`src/rtl/control_unit_if.sv`:
```
// rtl/control_unit_if.sv - strobe bundle between the control unit (master) and the datapath (slave)
interface control_unit_if;
  logic [31:0] IR;
  logic        CON, Stop, Run;
  logic        PCout, ZHIout, ZLOout, MDRout, HIout, LOout, INPORTout, Cout;
  logic        PCin, IRin, MARin, MDRin, Yin, Zin, HIin, LOin, OUTPORTin, CONin;
  logic        Gra, Grb, Grc, Rin, Rout, BAout;
  logic        Read, write, IncPC;

  modport master (
    input  IR, CON, Stop,
    output Run, PCout, ZHIout, ZLOout, MDRout, HIout, LOout, INPORTout, Cout,
           PCin, IRin, MARin, MDRin, Yin, Zin, HIin, LOin, OUTPORTin, CONin,
           Gra, Grb, Grc, Rin, Rout, BAout, Read, write, IncPC
  );

  modport slave (
    output IR, CON, Stop,
    input  Run, PCout, ZHIout, ZLOout, MDRout, HIout, LOout, INPORTout, Cout,
           PCin, IRin, MARin, MDRin, Yin, Zin, HIin, LOin, OUTPORTin, CONin,
           Gra, Grb, Grc, Rin, Rout, BAout, Read, write, IncPC
  );
endinterface

```
`src/rtl/control_unit.sv`:
```
// rtl/control_unit.sv - hardwired Moore sequencer: fetch F0-F3, opcode-specific E-steps, HALT
module control_unit (
  input  logic           Clock,
  input  logic           clr_n,
  control_unit_if.master bus
);
  typedef enum logic [3:0] {
    S_RESET, S_F0, S_F1, S_F2, S_F3,
    S_E1, S_E2, S_E3, S_E4, S_E5, S_E6, S_E7, S_E8, S_HALT
  } state_t;

  typedef enum logic [3:0] {
    C_NOP, C_ALU, C_IMM, C_LDI, C_LD, C_ST, C_MUL, C_NEG,
    C_BR, C_JR, C_JAL, C_IN, C_OUT, C_MFHI, C_MFLO, C_HALT
  } iclass_t;

  typedef struct packed {
    logic PCout, ZHIout, ZLOout, MDRout, HIout, LOout, INPORTout, Cout;
    logic PCin, IRin, MARin, MDRin, Yin, Zin, HIin, LOin, OUTPORTin, CONin;
    logic Gra, Grb, Grc, Rin, Rout, BAout;
    logic Read, write, IncPC;
  } strobes_t;

  state_t   state_q, state_d;
  iclass_t  iclass;
  state_t   last_e;
  strobes_t strb;
  logic     in_exec;
  logic     unused_ir;

  assign unused_ir = ^bus.IR[26:0];
  assign in_exec   = (state_q >= S_E1) && (state_q <= S_E8);

  always_comb begin
    iclass = C_NOP;
    case (bus.IR[31:27]) inside
      [5'd3:5'd11]:  iclass = C_ALU;
      [5'd12:5'd14]: iclass = C_IMM;
      5'd1:          iclass = C_LDI;
      5'd0:          iclass = C_LD;
      5'd2:          iclass = C_ST;
      5'd15, 5'd16:  iclass = C_MUL;
      5'd17, 5'd18:  iclass = C_NEG;
      5'd19:         iclass = C_BR;
      5'd20:         iclass = C_JR;
      5'd21:         iclass = C_JAL;
      5'd22:         iclass = C_IN;
      5'd23:         iclass = C_OUT;
      5'd24:         iclass = C_MFHI;
      5'd25:         iclass = C_MFLO;
      5'd27:         iclass = C_HALT;
      default:       iclass = C_NOP;
    endcase
  end

  // Final step of each instruction; nop and undefined opcodes end at F3.
  always_comb begin
    last_e = S_F3;
    case (iclass)
      C_ALU, C_IMM, C_LDI:                last_e = S_E3;
      C_LD:                               last_e = S_E6;
      C_ST:                               last_e = S_E5;
      C_MUL, C_BR:                        last_e = S_E4;
      C_NEG, C_JAL:                       last_e = S_E2;
      C_JR, C_IN, C_OUT, C_MFHI, C_MFLO:  last_e = S_E1;
      default:                            last_e = S_F3;
    endcase
  end

  always_ff @(posedge Clock or negedge clr_n) begin
    if (!clr_n) state_q <= S_RESET;
    else        state_q <= state_d;
  end

  always_comb begin
    state_d = state_q;
    case (state_q)
      S_RESET: state_d = S_F0;
      S_F0:    state_d = S_F1;
      S_F1:    state_d = S_F2;
      S_F2:    state_d = S_F3;
      S_HALT:  state_d = S_HALT;
      default: begin
        if (state_q == S_F3 && iclass == C_HALT) state_d = S_HALT;
        else if (state_q == last_e)              state_d = bus.Stop ? S_HALT : S_F0;
        else                                     state_d = state_t'(state_q + 4'd1);
      end
    endcase
  end

  always_comb begin
    strb = '0;
    case (state_q)
      S_F0: begin strb.PCout = 1'b1; strb.MARin = 1'b1; strb.IncPC = 1'b1; strb.Zin = 1'b1; end
      S_F1: begin strb.ZLOout = 1'b1; strb.PCin = 1'b1; strb.Read = 1'b1; end
      S_F2: begin strb.Read = 1'b1; strb.MDRin = 1'b1; end
      S_F3: begin strb.MDRout = 1'b1; strb.IRin = 1'b1; end
      default: ;
    endcase
    if (in_exec) begin
      case (iclass)
        C_ALU, C_IMM, C_LDI: begin
          case (state_q)
            S_E1: begin
              strb.Grb = 1'b1; strb.Yin = 1'b1;
              strb.Rout = (iclass != C_LDI); strb.BAout = (iclass == C_LDI);
            end
            S_E2: begin
              strb.Zin = 1'b1;
              if (iclass == C_ALU) begin strb.Grc = 1'b1; strb.Rout = 1'b1; end
              else                 strb.Cout = 1'b1;
            end
            S_E3: begin strb.ZLOout = 1'b1; strb.Gra = 1'b1; strb.Rin = 1'b1; end
            default: ;
          endcase
        end
        C_LD, C_ST: begin
          case (state_q)
            S_E1: begin strb.Grb = 1'b1; strb.BAout = 1'b1; strb.Yin = 1'b1; end
            S_E2: begin strb.Cout = 1'b1; strb.Zin = 1'b1; end
            S_E3: begin strb.ZLOout = 1'b1; strb.MARin = 1'b1; end
            S_E4: begin
              if (iclass == C_LD) strb.Read = 1'b1;
              else begin strb.Gra = 1'b1; strb.Rout = 1'b1; strb.MDRin = 1'b1; end
            end
            S_E5: begin
              if (iclass == C_LD) begin strb.Read = 1'b1; strb.MDRin = 1'b1; end
              else strb.write = 1'b1;
            end
            S_E6: if (iclass == C_LD) begin strb.MDRout = 1'b1; strb.Gra = 1'b1; strb.Rin = 1'b1; end
            default: ;
          endcase
        end
        C_MUL: begin
          case (state_q)
            S_E1: begin strb.Gra = 1'b1; strb.Rout = 1'b1; strb.Yin = 1'b1; end
            S_E2: begin strb.Grb = 1'b1; strb.Rout = 1'b1; strb.Zin = 1'b1; end
            S_E3: begin strb.ZLOout = 1'b1; strb.LOin = 1'b1; end
            S_E4: begin strb.ZHIout = 1'b1; strb.HIin = 1'b1; end
            default: ;
          endcase
        end
        C_NEG: begin
          case (state_q)
            S_E1: begin strb.Grb = 1'b1; strb.Rout = 1'b1; strb.Zin = 1'b1; end
            S_E2: begin strb.ZLOout = 1'b1; strb.Gra = 1'b1; strb.Rin = 1'b1; end
            default: ;
          endcase
        end
        C_BR: begin
          case (state_q)
            S_E1: begin strb.Gra = 1'b1; strb.Rout = 1'b1; strb.CONin = 1'b1; end
            S_E2: begin strb.PCout = 1'b1; strb.Yin = 1'b1; end
            S_E3: begin strb.Cout = 1'b1; strb.Zin = 1'b1; end
            S_E4: begin strb.ZLOout = 1'b1; strb.PCin = bus.CON; end
            default: ;
          endcase
        end
        C_JAL: begin
          case (state_q)
            S_E1: begin strb.PCout = 1'b1; strb.Grb = 1'b1; strb.Rin = 1'b1; end
            S_E2: begin strb.Gra = 1'b1; strb.Rout = 1'b1; strb.PCin = 1'b1; end
            default: ;
          endcase
        end
        C_JR:   if (state_q == S_E1) begin strb.Gra = 1'b1; strb.Rout = 1'b1; strb.PCin = 1'b1; end
        C_IN:   if (state_q == S_E1) begin strb.INPORTout = 1'b1; strb.Gra = 1'b1; strb.Rin = 1'b1; end
        C_OUT:  if (state_q == S_E1) begin strb.Gra = 1'b1; strb.Rout = 1'b1; strb.OUTPORTin = 1'b1; end
        C_MFHI: if (state_q == S_E1) begin strb.HIout = 1'b1; strb.Gra = 1'b1; strb.Rin = 1'b1; end
        C_MFLO: if (state_q == S_E1) begin strb.LOout = 1'b1; strb.Gra = 1'b1; strb.Rin = 1'b1; end
        default: ;
      endcase
    end
  end

  assign bus.Run = (state_q != S_RESET) && (state_q != S_HALT);
  assign {bus.PCout, bus.ZHIout, bus.ZLOout, bus.MDRout, bus.HIout, bus.LOout, bus.INPORTout, bus.Cout,
          bus.PCin, bus.IRin, bus.MARin, bus.MDRin, bus.Yin, bus.Zin, bus.HIin, bus.LOin, bus.OUTPORTin,
          bus.CONin, bus.Gra, bus.Grb, bus.Grc, bus.Rin, bus.Rout, bus.BAout,
          bus.Read, bus.write, bus.IncPC} = strb;
endmodule

```
`src/flat_wrapper.sv`:
```
// flat-port wrapper written by rule: the top's interface ports become plain ports
module control_unit_flat 
  (Clock, clr_n, bus_IR, bus_CON, bus_Stop, bus_Run, bus_PCout, bus_ZHIout, bus_ZLOout, bus_MDRout, bus_HIout, bus_LOout, bus_INPORTout, bus_Cout, bus_PCin, bus_IRin, bus_MARin, bus_MDRin, bus_Yin, bus_Zin, bus_HIin, bus_LOin, bus_OUTPORTin, bus_CONin, bus_Gra, bus_Grb, bus_Grc, bus_Rin, bus_Rout, bus_BAout, bus_Read, bus_write, bus_IncPC);
  control_unit_if bus_i ();
  input  logic Clock;
  input  logic clr_n;
  input wire logic [$bits(bus_i.IR)-1:0] bus_IR;
  input wire logic [$bits(bus_i.CON)-1:0] bus_CON;
  input wire logic [$bits(bus_i.Stop)-1:0] bus_Stop;
  output wire logic [$bits(bus_i.Run)-1:0] bus_Run;
  output wire logic [$bits(bus_i.PCout)-1:0] bus_PCout;
  output wire logic [$bits(bus_i.ZHIout)-1:0] bus_ZHIout;
  output wire logic [$bits(bus_i.ZLOout)-1:0] bus_ZLOout;
  output wire logic [$bits(bus_i.MDRout)-1:0] bus_MDRout;
  output wire logic [$bits(bus_i.HIout)-1:0] bus_HIout;
  output wire logic [$bits(bus_i.LOout)-1:0] bus_LOout;
  output wire logic [$bits(bus_i.INPORTout)-1:0] bus_INPORTout;
  output wire logic [$bits(bus_i.Cout)-1:0] bus_Cout;
  output wire logic [$bits(bus_i.PCin)-1:0] bus_PCin;
  output wire logic [$bits(bus_i.IRin)-1:0] bus_IRin;
  output wire logic [$bits(bus_i.MARin)-1:0] bus_MARin;
  output wire logic [$bits(bus_i.MDRin)-1:0] bus_MDRin;
  output wire logic [$bits(bus_i.Yin)-1:0] bus_Yin;
  output wire logic [$bits(bus_i.Zin)-1:0] bus_Zin;
  output wire logic [$bits(bus_i.HIin)-1:0] bus_HIin;
  output wire logic [$bits(bus_i.LOin)-1:0] bus_LOin;
  output wire logic [$bits(bus_i.OUTPORTin)-1:0] bus_OUTPORTin;
  output wire logic [$bits(bus_i.CONin)-1:0] bus_CONin;
  output wire logic [$bits(bus_i.Gra)-1:0] bus_Gra;
  output wire logic [$bits(bus_i.Grb)-1:0] bus_Grb;
  output wire logic [$bits(bus_i.Grc)-1:0] bus_Grc;
  output wire logic [$bits(bus_i.Rin)-1:0] bus_Rin;
  output wire logic [$bits(bus_i.Rout)-1:0] bus_Rout;
  output wire logic [$bits(bus_i.BAout)-1:0] bus_BAout;
  output wire logic [$bits(bus_i.Read)-1:0] bus_Read;
  output wire logic [$bits(bus_i.write)-1:0] bus_write;
  output wire logic [$bits(bus_i.IncPC)-1:0] bus_IncPC;
  assign bus_i.IR = bus_IR;
  assign bus_i.CON = bus_CON;
  assign bus_i.Stop = bus_Stop;
  assign bus_Run = bus_i.Run;
  assign bus_PCout = bus_i.PCout;
  assign bus_ZHIout = bus_i.ZHIout;
  assign bus_ZLOout = bus_i.ZLOout;
  assign bus_MDRout = bus_i.MDRout;
  assign bus_HIout = bus_i.HIout;
  assign bus_LOout = bus_i.LOout;
  assign bus_INPORTout = bus_i.INPORTout;
  assign bus_Cout = bus_i.Cout;
  assign bus_PCin = bus_i.PCin;
  assign bus_IRin = bus_i.IRin;
  assign bus_MARin = bus_i.MARin;
  assign bus_MDRin = bus_i.MDRin;
  assign bus_Yin = bus_i.Yin;
  assign bus_Zin = bus_i.Zin;
  assign bus_HIin = bus_i.HIin;
  assign bus_LOin = bus_i.LOin;
  assign bus_OUTPORTin = bus_i.OUTPORTin;
  assign bus_CONin = bus_i.CONin;
  assign bus_Gra = bus_i.Gra;
  assign bus_Grb = bus_i.Grb;
  assign bus_Grc = bus_i.Grc;
  assign bus_Rin = bus_i.Rin;
  assign bus_Rout = bus_i.Rout;
  assign bus_BAout = bus_i.BAout;
  assign bus_Read = bus_i.Read;
  assign bus_write = bus_i.write;
  assign bus_IncPC = bus_i.IncPC;
  control_unit u_core (.Clock(Clock), .clr_n(clr_n), .bus(bus_i));
endmodule
```
`config.mk`:
```
export PLATFORM = sky130hd
export DESIGN_NAME = control_unit_flat
export DESIGN_NICKNAME = d
export VERILOG_FILES = /design/src/rtl/control_unit_if.sv /design/src/rtl/control_unit.sv /design/src/flat_wrapper.sv
export SDC_FILE = /design/constraint.sdc
export NUM_CORES = 1
export LEC_CHECK = 0
export BUFFER_PORTS_ARGS = -buffer_cell sky130_fd_sc_hd__buf_2
export CORE_ASPECT_RATIO = 1.1
export CORE_UTILIZATION = 50
export DETAILED_ROUTE_END_ITERATION = 10
export PLACE_DENSITY = 0.83
export REMOVE_ABC_BUFFERS = 1
export SLEW_MARGIN = 20
export SYNTH_ARGS = -nofsm -noshare
export SYNTH_HDL_FRONTEND = slang
export SYNTH_SLANG_ARGS = --single-unit
```
`constraint.sdc`:
```
create_clock -name Clock -period 4.1 [get_ports Clock]
set_input_delay 0.205 -clock Clock [delete_from_list [all_inputs] [get_ports Clock]]
set_output_delay 0.205 -clock Clock [all_outputs]
set_load 0.01 [all_outputs]
```
# Yosys cells after proc, flatten, opt, wreduce, memory -nomap -nowiden
# Memory sizes are Yosys's and may differ from the RTL's.
# Cells that the tools add are included.
dict set report totals {
  reg_bits 4
  mem_bits_ro 64
  in_bits 36
  word_cells 154
  mem_count 1
}
dict set report classes {
  addsub 1
  magnitude_cmp 6
  eq_ne 43
  mux 81
  n_reduce_logical 21
}
# name depth word_bits rd rd_clocked_by_memory_dff write_ports line
set mem_list {}
lappend mem_list {{(no name shown)} 16 4 1 0 0 control_unit.sv:59} ;# case (iclass)
# cell count
set op_table {}
lappend op_table {{$mux W4} 18}
lappend op_table {{$eq A5 B5 Y1 const B} 11}
lappend op_table {{$eq A4 B4 Y1 const B} 12}
lappend op_table {{$mux W1} 42}
lappend op_table {{$eq A4 B3 Y1 const B} 8}
lappend op_table {{$pmux W4 S5} 1}
lappend op_table {{$eq A4 B2 Y1 const B} 4}
lappend op_table {{$mux W16} 1}
lappend op_table {{$pmux W1 S2} 7}
lappend op_table {{$reduce_or A2 Y1} 7}
lappend op_table {{$pmux W1 S3} 4}
lappend op_table {{$reduce_or A6 Y1} 2}
lappend op_table {{$le A5 B4 Y1 const B} 2}
lappend op_table {{$pmux W1 S5} 2}
lappend op_table {{$mux W9} 1}
lappend op_table {{$eq A4 B1 Y1 const B} 2}
lappend op_table {{$mux W2} 4}
lappend op_table {{$reduce_or A4 Y1} 2}
lappend op_table {{$reduce_or A7 Y1} 1}
lappend op_table {{$eq A5 B1 Y1 const B} 1}
lappend op_table {{$eq A5 B2 Y1 const B} 1}
lappend op_table {{$eq A5 B4 Y1 const B} 1}
lappend op_table {{$ge A5 B2 Y1 const B} 1}
lappend op_table {{$ge A5 B4 Y1 const B} 1}
lappend op_table {{12 further kinds} 16}

# Logic depth before layout (Yosys ltp)
dict set report logic_depth {
  depth_word 21
  depth_mapped 17
  ltp_nobuf 14
}

# Worst setup path before layout
# OpenSTA, ideal clock, no wires.
dict set report synth_path {
  kind {input -> output}
  from {input port bus_IR[29]}
  to {output port bus_Zin}
  arrival_ns 3.039
  required_time_ns 3.895
  path_slack_ns 0.856
  cell_stages 16
  cell_sequence {buf_4 buf_2 buf_1 clkbuf_1 o21ai_0 a21o_1 inv_1 ha_1 clkbuf_1 o21ai_0 a22oi_1 nor2_1 o31ai_1 o21ai_0 o221a_2 o21ai_0}
}
dict set report synth_via {
  elab_chain_len 20
  word_cells_on_any_way 49
}
# element line
set synth_lines {}
lappend synth_lines {{from (decl)} flat_wrapper.sv:7} ;# input wire logic [$bits(bus_i.IR)-1:0] bus_IR;
lappend synth_lines {{$eq A5 B5 Y1 (no line)} --}
lappend synth_lines {{$mux W4 (14 in a row)} control_unit.sv:36} ;# case (bus.IR[31:27]) inside
lappend synth_lines {{$mux W4 *} control_unit.sv:36}
lappend synth_lines {{$eq A4 B2 Y1, or another cell as far along} control_unit.sv:101} ;# case (iclass)
lappend synth_lines {{$reduce_or A6 Y1 (no line)} --}
lappend synth_lines {{$pmux W1 S3 *} control_unit.sv:101}
lappend synth_lines {{$mux W16 *} control_unit.sv:100} ;# if (in_exec) begin
lappend synth_lines {{to (decl)} flat_wrapper.sv:24} ;# output wire logic [$bits(bus_i.Zin)-1:0] bus_Zin;
# Every way passes the cells marked *; elsewhere a longest branch is shown, timed or not.

# Worst setup path after layout
dict set report layout_path {
  from {input port bus_IR[27]}
  to {output port bus_Zin}
}
# Same word-level chain as after synthesis.

==> qor.json <==
{
  "outcome": {"value": "complete, no violations"},
  "crit_type": {"value": "primary input to output pin"},
  "route.detailed.vias_per_inst": {"value": 6.36},
  "total_switching_power": {"value": 0.0880, "unit": "mW"},
  "die_width": {"value": 56.6, "unit": "um"},
  "finalClockSkew": {"value": 3.33, "unit": "ps"},
  "pwr_density_cell": {"value": 111, "unit": "mW/mm^2"},
  "firstDrtPassIters": {"value": 4},
  "ys_seq_elements": {"value": 4},
  "dpl.cell_count": {"value": 298},
  "most_frequent_cells_in_the_layout": {"value": "36 x buf_2, 32 x nor2_1, 23 x a21oi_1, 22 x nand2_1, 20 x o21ai_0"},
  "placedInstanceArea": {"value": 0.00175, "unit": "mm^2"},
  "cpLargestDelayFamily": {"value": "compound AO/OA/AOI/OAI gates"},
  "cts.clk_slew.worst_paths": {"value": 40, "unit": "ps"},
  "switching_share": {"value": 44.3, "unit": "%"},
  "numClockSinks": {"value": 4},
  "share_seq_of_total_power": {"value": 20.0, "unit": "%"},
  "cp.arrival": {"value": 3110, "unit": "ps"},
  "final_hold_viol_count": {"value": 0},
  "path_depth": {"value": 13},
  "worst_slack": {"value": 789, "unit": "ps"},
  "finalInstanceArea": {"value": 0.00178, "unit": "mm^2"},
  "synth_enable_flop_cells": {"value": 0},
  "detailroute.via_count": {"value": 1920},
  "cp-endpoint": {"value": "bus_Zin"},
  "grt-busiest-layer": {"value": "met2"},
  "synthesized_netlist_cell_count": {"value": 251},
  "final_layout_size_suffix_gt1_share": {"value": 21.6, "unit": "%"},
  "area.growth.synth_to_final": {"value": 8.94, "unit": "%"},
  "cts_tree": {"value": "done"},
  "finalWirelength": {"value": 4.49, "unit": "mm"},
  "antennaDiodeCount": {"value": 0},
  "floorplan.die.height": {"value": 62.0, "unit": "um"},
  "detailed_placement_hpwl": {"value": 3.31, "unit": "mm"},
  "power.combinational.fraction": {"value": 55.4, "unit": "%"},
  "biggestRegsByFlops": {"value": "u_core.state_q: 4 flops"},
  "stdcell_count": {"value": 302},
  "crit_path_end_kind": {"value": "output pin"},
  "initial_antenna_violation_count": {"value": 0},
  "drt-initial-drc-count": {"value": 180},
  "critical_path.max_fanout": {"value": 28},
  "hold_class": {"value": "primary input to asynchronous set/reset pin"},
  "worst_ir_drop_vdd": {"value": 0.166, "unit": "mV"},
  "htree_num_levels": {"value": 1},
  "fin_crit": {"value": 3310, "unit": "ps"},
  "synth.cell_area": {"value": 0.00164, "unit": "mm^2"},
  "globalRouteMet2Util": {"value": 47.2, "unit": "%"},
  "maxSlewViolCount": {"value": 0},
  "cap_violations": {"value": 0},
  "grt_pass1_wl": {"value": 7.58, "unit": "mm"},
  "post-synth-top-area-fraction": {"value": 7.34, "unit": "%"},
  "clock_share_of_power": {"value": 24.6, "unit": "%"},
  "largest_register": {"value": "u_core.state_q"},
  "critical-path-slowest-cell": {"value": "a32oi_1"},
  "crit_path_start_kind": {"value": "primary input"},
  "worst_r2r_dst": {"value": "u_core.state_q[1]$_DFF_PN0_"},
  "finish.net_count": {"value": 312},
  "async_flop_share": {"value": 100, "unit": "%"},
  "crit_path_start": {"value": "bus_IR[27]"},
  "grt_util_all_layers": {"value": 26.4, "unit": "%"},
  "fp.dieArea": {"value": 0.00351, "unit": "mm^2"},
  "part_of_the_cycle_the_worst_path_needs": {"value": 80.7, "unit": "%"},
  "placement_rows": {"value": 21},
  "power.leakage": {"value": 0.780, "unit": "nW"},
  "power": {"value": 0.199, "unit": "mW"},
  "placement.io_buffers": {"value": 36},
  "largest_register_ffs": {"value": 4},
  "yosysTopAreaCell": {"value": "nor2_1"},
  "synth_area_leaders": {"value": "nor2_1 7.3%, a21oi_1 7.0%, dfrtp_1 6.1%"},
  "detailedPlace.worstSlack": {"value": 860, "unit": "ps"},
  "max-slew-margin-rel": {"value": 51.3, "unit": "%"},
  "route.detailed.drc": {"value": 0},
  "postCtsSetupBuffers": {"value": 0},
  "cts_made_buffers": {"value": 3},
  "synthesis.area_per_instance": {"value": 6.52, "unit": "um^2"},
  "globalRouteOverflowTotal": {"value": 0},
  "final_util": {"value": 58.0, "unit": "%"},
  "grt_max_degree": {"value": 29},
  "grt_pass1_vias": {"value": 1593},
  "initial_core_util": {"value": 53.2, "unit": "%"},
  "clock_tree.root_cell": {"value": "clkbuf_4"},
  "rsz0062_at_grt": {"value": "false"},
  "tns": {"value": 0, "unit": "ps"},
  "synth_cell_type_count": {"value": 66},
  "top_level_ports": {"value": 64},
  "report.final.setup_viol": {"value": 0},
  "worst_skew_pair.late_latency": {"value": 240, "unit": "ps"},
  "worst_slack_on_hold_paths": {"value": 301, "unit": "ps"},
  "regToRegStartpoint": {"value": "u_core.state_q[2]$_DFF_PN0_"},
  "largest_stage_delay_on_the_critical_path": {"value": 420, "unit": "ps"},
  "worst-endpoint-required": {"value": 3890, "unit": "ps"},
  "layout.cells.most_common": {"value": "buf_2"},
  "cellInternalPower": {"value": 0.111, "unit": "mW"},
  "path_cells": {"value": "buf_2 -> or2b_1 -> nand2_1 -> a221o_1 -> ha_1 -> nand4_1 -> o31ai_1 -> a32oi_1 -> o31ai_1 -> o21ai_0 -> o221a_2 -> o21ai_0 -> buf_2"},
  "ff2ff_path_depth": {"value": 7},
  "core_region_area": {"value": 0.00307, "unit": "mm^2"},
  "cts.path.max_buffers": {"value": 2},
  "global_placement_routability_congestion": {"value": 0.902},
  "timing.reg2reg.setup_slack": {"value": 1870, "unit": "ps"},
  "crit_buf_inv": {"value": 2},
  "drtAntennaViolNets": {"value": 0},
  "synth_seq_area_share": {"value": 6.12, "unit": "%"},
  "groute.layer.met3.usage": {"value": 3.52, "unit": "%"},
  "ys.flop_type": {"value": "dfrtp_1"},
  "fmax": {"value": 302, "unit": "MHz"},
  "synth.yosys.warnings": {"value": 0},
  "met1_layer_usage_reported_by_global_route": {"value": 35.5, "unit": "%"},
  "tightestPinTransition": {"value": 731, "unit": "ps"},
  "route.detailed.wl_per_inst": {"value": 14.9, "unit": "um"}
}
[kinds of logic (layout without fill, tap and decap cells)]
| group | Yosys count | in the layout | synth area share, % |
|---|---|---|---|
| adders and majority gates | 6 | 6 | 4.59 |
| muxes | 6 | 6 | 3.75 |
| AOI/OAI and AO/OA | 93 | 93 | 42.0 |
| xor gates and xnor gates | 4 | 4 | 2.14 |
| DFF | 4 | 4 | 6.12 |
| and+or+nand+nor | 99 | 99 | 30.7 |
| buffers and inverters | 39 | 56 | 10.8 |
[final cells by class]
cell class / count / area (um^2)
tap: 34 / 42.5
sequential: 4 / 100
fill: 319 / 1290
multi-input combinational: 208 / 1360
timing repair buffer: 39 / 205
inverter: 14 / 52.6
clock buffer: 3 / 22.5
[repair_timing]
item	CTS	global route
hold endpoints to repair	4	0
resized for setup	0	0
setup endpoints to repair	0	0
hold buffers	1	0
[per-layer routing]
metal | share of wire [%] | up-vias
met3 | 6.4 | 3
met4 | 0.60 | 0
met1 | 45 | 877
li1 | - | 956
met5 | 0 | -
met2 | 48 | 84
[worst min-delay path by stage]
stage / from / end / slack (ps) / cells past startpoint
2_1_floorplan: clr_n / u_core.state_q[0]$_DFF_PN0_ / -90 / 0
3_3_place_gp: clr_n / u_core.state_q[2]$_DFF_PN0_ / 10 / 1
3_5_place_dp: clr_n / u_core.state_q[1]$_DFF_PN0_ / 10 / 1
4_1_cts: clr_n / u_core.state_q[2]$_DFF_PN0_ / 300 / 2
5_1_grt: bus_Stop / u_core.state_q[2]$_DFF_PN0_ / 320 / 3
6_report: clr_n / u_core.state_q[2]$_DFF_PN0_ / 300 / 2
[power by group through the flow]
stage / logic (mW) / registers, mW / clock network, mW
after floorplan: 0.0684 / 0.0402 / 0
after global placement: 0.105 / 0.0402 / 0
after detailed placement: 0.107 / 0.0402 / 0
after CTS: 0.109 / 0.0397 / 0.0504
after global routing: 0.122 / 0.0397 / 0.0538
final: 0.110 / 0.0397 / 0.0489
[synthesized netlist by cell type, types with 4 or more instances]
cell and number:
nor2_1 32, dfrtp_1 4, ha_1 6, nand2b_1 8
o22ai_1 6, o31ai_1 5, nand3_1 6, buf_4 5
mux2i_1 5, a21oi_1 23, nand2_1 22, clkbuf_1 14
inv_1 12, nor3_1 6, o21ai_0 20
No activity file was read; power rests on OpenSTA's default activity.
